<file path="src/rtl/dmem_arbiter_if.sv">
// Signal bundle between the data-memory arbiter, its two requesters and the DRAM port.
// The slave modport is the arbiter's view; master is the surrounding environment's view.
interface dmem_arbiter_if #(
    parameter int ADDR_W = 8,
    parameter int DATA_W = 32
);
    // Core MEM-stage side
    logic              core_req;
    logic              core_we;
    logic [ADDR_W-1:0] core_addr;
    logic [DATA_W-1:0] core_wdata;
    logic [2:0]        core_func3;
    logic              core_stall;
    logic [DATA_W-1:0] core_rdata;
    logic              core_rvalid;

    // Debug / loader side
    logic              dbg_req;
    logic              dbg_we;
    logic [ADDR_W-1:0] dbg_addr;
    logic [DATA_W-1:0] dbg_wdata;
    logic              dbg_gnt;
    logic [DATA_W-1:0] dbg_rdata;
    logic              dbg_rvalid;

    // DRAM side
    logic [ADDR_W-1:0] mem_addr;
    logic [DATA_W-1:0] mem_wdata;
    logic              mem_wren;
    logic [2:0]        mem_func3;
    logic [DATA_W-1:0] mem_rdata;

    // Observability of the starvation counter
    logic [3:0]        starve_cnt;

    // Handshake: a request is held high until served. dbg_gnt / ~core_stall mark the
    // cycle the access is issued; writes land at the closing edge of that cycle, and
    // read data is returned one cycle later, qualified by the requester's rvalid.
    modport slave (
        input  core_req, core_we, core_addr, core_wdata, core_func3,
        input  dbg_req, dbg_we, dbg_addr, dbg_wdata,
        input  mem_rdata,
        output core_stall, core_rdata, core_rvalid,
        output dbg_gnt, dbg_rdata, dbg_rvalid,
        output mem_addr, mem_wdata, mem_wren, mem_func3,
        output starve_cnt
    );

    modport master (
        output core_req, core_we, core_addr, core_wdata, core_func3,
        output dbg_req, dbg_we, dbg_addr, dbg_wdata,
        output mem_rdata,
        input  core_stall, core_rdata, core_rvalid,
        input  dbg_gnt, dbg_rdata, dbg_rvalid,
        input  mem_addr, mem_wdata, mem_wren, mem_func3,
        input  starve_cnt
    );
endinterface

</file>
<file path="src/rtl/dmem_arbiter.sv">
// Shares the single DRAM port between the core MEM stage (fixed priority) and a debug/loader
// port, with a starvation counter that forces an occasional one-cycle debug grant.
module dmem_arbiter #(
    parameter int ADDR_W     = 8,
    parameter int DATA_W     = 32,
    parameter int STARVE_MAX = 4
) (
    input  logic           clock,
    input  logic           clear,
    dmem_arbiter_if.slave  bus
);
    localparam logic [3:0] STARVE_LIM = 4'(STARVE_MAX);
    localparam logic [2:0] FUNC3_WORD = 3'b010;

    logic [3:0]        starve_cnt;
    logic [3:0]        starve_nxt;
    logic              rd_core;
    logic              rd_dbg;
    logic              force_gnt;
    logic              dbg_gnt;
    logic              core_gnt;
    logic [ADDR_W-1:0] addr_mux;
    logic [DATA_W-1:0] wdata_mux;
    logic [2:0]        func3_mux;
    logic              wren_mux;

    // Grants are gated by clear so nothing reaches the DRAM while in reset.
    always_comb begin
        force_gnt = bus.dbg_req && (starve_cnt == STARVE_LIM);
        dbg_gnt   = clear && bus.dbg_req && (!bus.core_req || force_gnt);
        core_gnt  = clear && bus.core_req && !dbg_gnt;
    end

    always_comb begin
        addr_mux  = bus.core_addr;
        wdata_mux = bus.core_wdata;
        func3_mux = bus.core_func3;
        wren_mux  = 1'b0;
        if (dbg_gnt) begin
            addr_mux  = bus.dbg_addr;
            wdata_mux = bus.dbg_wdata;
            func3_mux = FUNC3_WORD;
            wren_mux  = bus.dbg_we;
        end else if (core_gnt) begin
            wren_mux  = bus.core_we;
        end
    end

    // Counts consecutive denied debug cycles; saturates so the force term stays asserted.
    always_comb begin
        starve_nxt = starve_cnt;
        if (!bus.dbg_req || dbg_gnt) begin
            starve_nxt = 4'd0;
        end else if (starve_cnt != STARVE_LIM) begin
            starve_nxt = starve_cnt + 4'd1;
        end
    end

    always_ff @(posedge clock) begin
        if (!clear) begin
            starve_cnt <= 4'd0;
            rd_core    <= 1'b0;
            rd_dbg     <= 1'b0;
        end else begin
            starve_cnt <= starve_nxt;
            rd_core    <= core_gnt && !bus.core_we;
            rd_dbg     <= dbg_gnt && !bus.dbg_we;
        end
    end

    assign bus.core_stall  = bus.core_req && dbg_gnt;
    assign bus.dbg_gnt     = dbg_gnt;
    assign bus.mem_addr    = addr_mux;
    assign bus.mem_wdata   = wdata_mux;
    assign bus.mem_func3   = func3_mux;
    assign bus.mem_wren    = wren_mux;
    // Only one requester is granted per cycle, so the two rvalids never overlap.
    assign bus.core_rvalid = rd_core;
    assign bus.dbg_rvalid  = rd_dbg;
    assign bus.core_rdata  = bus.mem_rdata;
    assign bus.dbg_rdata   = bus.mem_rdata;
    assign bus.starve_cnt  = starve_cnt;
endmodule

</file>
<file path="src/flat_wrapper.sv">
// flat-port wrapper written by rule: the top's interface ports become plain ports
module dmem_arbiter_flat 
#(
    parameter int ADDR_W     = 8,
    parameter int DATA_W     = 32,
    parameter int STARVE_MAX = 4
)
  (clock, clear, bus_core_req, bus_core_we, bus_core_addr, bus_core_wdata, bus_core_func3, bus_dbg_req, bus_dbg_we, bus_dbg_addr, bus_dbg_wdata, bus_mem_rdata, bus_core_stall, bus_core_rdata, bus_core_rvalid, bus_dbg_gnt, bus_dbg_rdata, bus_dbg_rvalid, bus_mem_addr, bus_mem_wdata, bus_mem_wren, bus_mem_func3, bus_starve_cnt);
  dmem_arbiter_if #(.ADDR_W(ADDR_W), .DATA_W(DATA_W)) bus_i ();
  input  logic clock;
  input  logic clear;
  input wire logic [$bits(bus_i.core_req)-1:0] bus_core_req;
  input wire logic [$bits(bus_i.core_we)-1:0] bus_core_we;
  input wire logic [$bits(bus_i.core_addr)-1:0] bus_core_addr;
  input wire logic [$bits(bus_i.core_wdata)-1:0] bus_core_wdata;
  input wire logic [$bits(bus_i.core_func3)-1:0] bus_core_func3;
  input wire logic [$bits(bus_i.dbg_req)-1:0] bus_dbg_req;
  input wire logic [$bits(bus_i.dbg_we)-1:0] bus_dbg_we;
  input wire logic [$bits(bus_i.dbg_addr)-1:0] bus_dbg_addr;
  input wire logic [$bits(bus_i.dbg_wdata)-1:0] bus_dbg_wdata;
  input wire logic [$bits(bus_i.mem_rdata)-1:0] bus_mem_rdata;
  output wire logic [$bits(bus_i.core_stall)-1:0] bus_core_stall;
  output wire logic [$bits(bus_i.core_rdata)-1:0] bus_core_rdata;
  output wire logic [$bits(bus_i.core_rvalid)-1:0] bus_core_rvalid;
  output wire logic [$bits(bus_i.dbg_gnt)-1:0] bus_dbg_gnt;
  output wire logic [$bits(bus_i.dbg_rdata)-1:0] bus_dbg_rdata;
  output wire logic [$bits(bus_i.dbg_rvalid)-1:0] bus_dbg_rvalid;
  output wire logic [$bits(bus_i.mem_addr)-1:0] bus_mem_addr;
  output wire logic [$bits(bus_i.mem_wdata)-1:0] bus_mem_wdata;
  output wire logic [$bits(bus_i.mem_wren)-1:0] bus_mem_wren;
  output wire logic [$bits(bus_i.mem_func3)-1:0] bus_mem_func3;
  output wire logic [$bits(bus_i.starve_cnt)-1:0] bus_starve_cnt;
  assign bus_i.core_req = bus_core_req;
  assign bus_i.core_we = bus_core_we;
  assign bus_i.core_addr = bus_core_addr;
  assign bus_i.core_wdata = bus_core_wdata;
  assign bus_i.core_func3 = bus_core_func3;
  assign bus_i.dbg_req = bus_dbg_req;
  assign bus_i.dbg_we = bus_dbg_we;
  assign bus_i.dbg_addr = bus_dbg_addr;
  assign bus_i.dbg_wdata = bus_dbg_wdata;
  assign bus_i.mem_rdata = bus_mem_rdata;
  assign bus_core_stall = bus_i.core_stall;
  assign bus_core_rdata = bus_i.core_rdata;
  assign bus_core_rvalid = bus_i.core_rvalid;
  assign bus_dbg_gnt = bus_i.dbg_gnt;
  assign bus_dbg_rdata = bus_i.dbg_rdata;
  assign bus_dbg_rvalid = bus_i.dbg_rvalid;
  assign bus_mem_addr = bus_i.mem_addr;
  assign bus_mem_wdata = bus_i.mem_wdata;
  assign bus_mem_wren = bus_i.mem_wren;
  assign bus_mem_func3 = bus_i.mem_func3;
  assign bus_starve_cnt = bus_i.starve_cnt;
  dmem_arbiter #(.ADDR_W(ADDR_W), .DATA_W(DATA_W), .STARVE_MAX(STARVE_MAX)) u_core (.clock(clock), .clear(clear), .bus(bus_i));
endmodule
</file>
<file path="config.mk">
export PLATFORM = sky130hd
export DESIGN_NAME = dmem_arbiter_flat
export DESIGN_NICKNAME = d
export VERILOG_FILES = /design/src/rtl/dmem_arbiter_if.sv /design/src/rtl/dmem_arbiter.sv /design/src/flat_wrapper.sv
export SDC_FILE = /design/constraint.sdc
export NUM_CORES = 1
export LEC_CHECK = 0
export BUFFER_PORTS_ARGS = -buffer_cell sky130_fd_sc_hd__buf_4
export CAP_MARGIN = 20
export CORE_AREA = 4 4 91 93
export CTS_CLUSTER_DIAMETER = 150
export DETAILED_ROUTE_END_ITERATION = 8
export DIE_AREA = 0 0 95 97
export GPL_TIMING_DRIVEN = 0
export PLACE_DENSITY = 0.58
export REMOVE_ABC_BUFFERS = 1
export SLEW_MARGIN = 20
export SYNTH_ARGS = -nofsm -noshare
export SYNTH_HDL_FRONTEND = slang
export SYNTH_SLANG_ARGS = --single-unit
</file>
<file path="constraint.sdc">
create_clock -name clock -period 3.3 [get_ports clock]
set_input_delay 0.495 -clock clock [delete_from_list [all_inputs] [get_ports clock]]
set_output_delay 0.495 -clock clock [all_outputs]
set_load 0.1 [all_outputs]
</file>
==> results_dict.tcl <==
set metrics [dict create \
    status "finished clean" \
    max_cap_viol_count 0 \
    grt_start_max_net_pins 24 \
    grt_first_pass_wirelength_mm 8.84 \
    path_cells "inv_1, ha_1, nand3b_4, a21oi_4, buf_16, mux2_2, buf_4" \
    placed_cells 320 \
    drt_first_iter_violations 23 \
    slew_headroom_pct 48.8 \
    route.detailed.drc 0 \
    synth_seq_area_share_pct 9.14 \
    period_minus_slack_ps 2930 \
    cp_max_fo 23 \
    grt_overflow 0 \
    cts_resized 0 \
    synth_seq_cells 6 \
    worstSetupStartpointType "flop" \
    gr-max-usage-layer "met3" \
    grt_use_met2_pct 15.9 \
    cp.required_ps 2800 \
    fp.dieArea_sq_um 9220 \
    place.gp.congestion 0.768 \
    area_delta_synth_final_pct 53.8 \
    cp-end-kind "output port" \
    grtUsageMet1_pct 14.4 \
    initial_core_util_pct 17.5 \
    fin_skew_ps 1.02 \
    hold_violations 0 \
    ys.flop_type "dfxtp_1" \
    hpwlAfterDp_mm 5.95 \
    finalNonFillerCells 323 \
    grt.total_usage_pct 13.3 \
    synth_edf_count 0 \
    tns_ps 0 \
    finalMaxSlewViolations 0 \
    drive_above_1_share_pct 83.3 \
    peakVddDrop_v 0.000143 \
    grt_pass1_vias 1418 \
    crit_arrival_ps 2430 \
    worst_pin_slew_ps 767 \
    max-clock-path-buffers 2 \
    drtPass1Iterations 4 \
    vias_per_cell 4.01 \
    cpPeakStageDelay_ps 640 \
    final.period_utilization_pct 88.8 \
    slowest_stage "a21oi_4" \
    post-synth-top-area-cell "buf_4" \
    synthesis.area_sq_um 1310 \
    synth_area_leaders "buf_4, mux2_2, dfxtp_1" \
    die_w_microns 95 \
    nNetsFinal 346 \
    p_leak_nw 0.988 \
    globalRouteMet3Util_pct 16.3 \
    antenna_found_initial 0 \
    htree_num_levels 1 \
    row_count 32 \
    wl_mm 6.56 \
    worstHoldPathType "input port to flop" \
    synth_common_cells "buf_4, mux2_2, dfxtp_1" \
    final_util_pct 26.8 \
    core_sq_um 7530 \
    io-pin-count 237 \
    ctsHoldBuffers 0 \
    tritoncts "yes" \
    cts_made_buffers 3 \
    nFillCells 842 \
    finalSetupViolations 0 \
    whs_ps 445 \
    yosysMostFrequentCell "buf_4" \
    post_cts_buffers 0 \
    postRouteAntennaNets 0 \
    fp.dieH_microns 97 \
    pre_cts_ws_ps 555 \
    setup_slack_ps 370 \
    portBuffers 140 \
    p_per_area_nw_per_um2 340 \
    ys_warn_count 0 \
    synth.distinct_cells 22 \
    synth_top_area_share_pct 36.6 \
    rrSetupSlack_ps 1490 \
    syn_avg_cell_area_sq_um 9.06 \
    worst-setup-path-type "flop to output port" \
    clkLatencyLatePin_ps 220 \
    cts.sinks 6 \
    rsz0062_at_grt "false" \
    clock-root-buffer "clkbuf_8" \
    async_reset_ff_share_pct 0 \
    fmax_mhz 341 \
    wl_per_cell_microns 20.3 \
    synth_cells 145 \
    diodes 0 \
    route.vias.total 1294 \
    path_clk_slew_ps 30 \
]
worst paths after layout:
kind,depth (start not counted),startpoint,to
max reg2reg,6,u_core.bus.starve_cnt[0]$_SDFFE_PP0P_,u_core.bus.dbg_rvalid$_SDFF_PN0_
min reg2reg,1,u_core.bus.starve_cnt[0]$_SDFFE_PP0P_,u_core.bus.starve_cnt[0]$_SDFFE_PP0P_
max,7,u_core.bus.starve_cnt[0]$_SDFFE_PP0P_,bus_mem_wdata[14]
min,2,bus_core_we,u_core.bus.core_rvalid$_SDFF_PN0_
report_power, final:
part           leakage [nW]  internal [W]  switching, W  total (W)
Sequential           0.0487     0.0000745   0.000000933  0.0000754
Clock                0.0216     0.0000781     0.0000284   0.000106
Combinational         0.918      0.000151      0.000355   0.000506
Total                 0.988      0.000304      0.000384   0.000688
sequential cells by signal (all words and copies together) (netlist names):
name,cells
u_core.bus.core_rvalid,1
u_core.bus.starve_cnt,4
u_core.bus.dbg_rvalid,1
placed cells by master (no fill, tap or decap), drive strengths merged, types with 2 or more instances in the layout:
master,n
dfxtp,6
nand3,3
nor2,5
mux2,40
ha,2
inv,4
clkbuf,3
buf,141
nand2,3
nor2b,3
cell families after synthesis:
| family | after synthesis | synth area share, % |
|---|---|---|
| AOI/OAI and AO/OA | 3 | 2.10 |
| xor gates and xnor gates | 2 | 1.33 |
| adders and majority gates | 2 | 1.90 |
| buffers and inverters | 72 | 42.3 |
| DFF | 6 | 9.14 |
| muxes | 40 | 34.3 |
| and+or+nand+nor | 20 | 8.95 |
metrics by stage:
step | area (sq um) | total power, W
6_report | 2020 | 0.000688
5_1_grt | 2020 | 0.000720
3_5_place_dp | 1980 | 0.000587
3_3_place_gp | 1950 | 0.000582
4_1_cts | 2020 | 0.000698
2_1_floorplan | 773 | 0.000430
worst max-delay path, delay by kind of cell (launching register included):
family                     cells  cell delay (ps)
adders and majority gates      1              220
buffers and inverters          3              540
DFF                            1              330
AOI/OAI and AO/OA              1              640
and+or+nand+nor                1              110
muxes                          1              350
routing by layer:
layer	wire, microns	vias to the layer above
met5	136	-
met4	34	4
met3	1710	9
met2	2330	181
met1	2360	532
li1	-	568
layout make-up:
class / instances / area [sq um] / share of cell area, %
multi-input combinational: 67 / 638 / 31.6
sequential: 6 / 120 / 5.94
timing repair buffer: 141 / 1080 / 53.4
tap: 102 / 128 / 6.32
clock buffer: 3 / 41.3 / 2.04
inverter: 4 / 15.0 / 0.743
(Power assumes the default switching activity.)
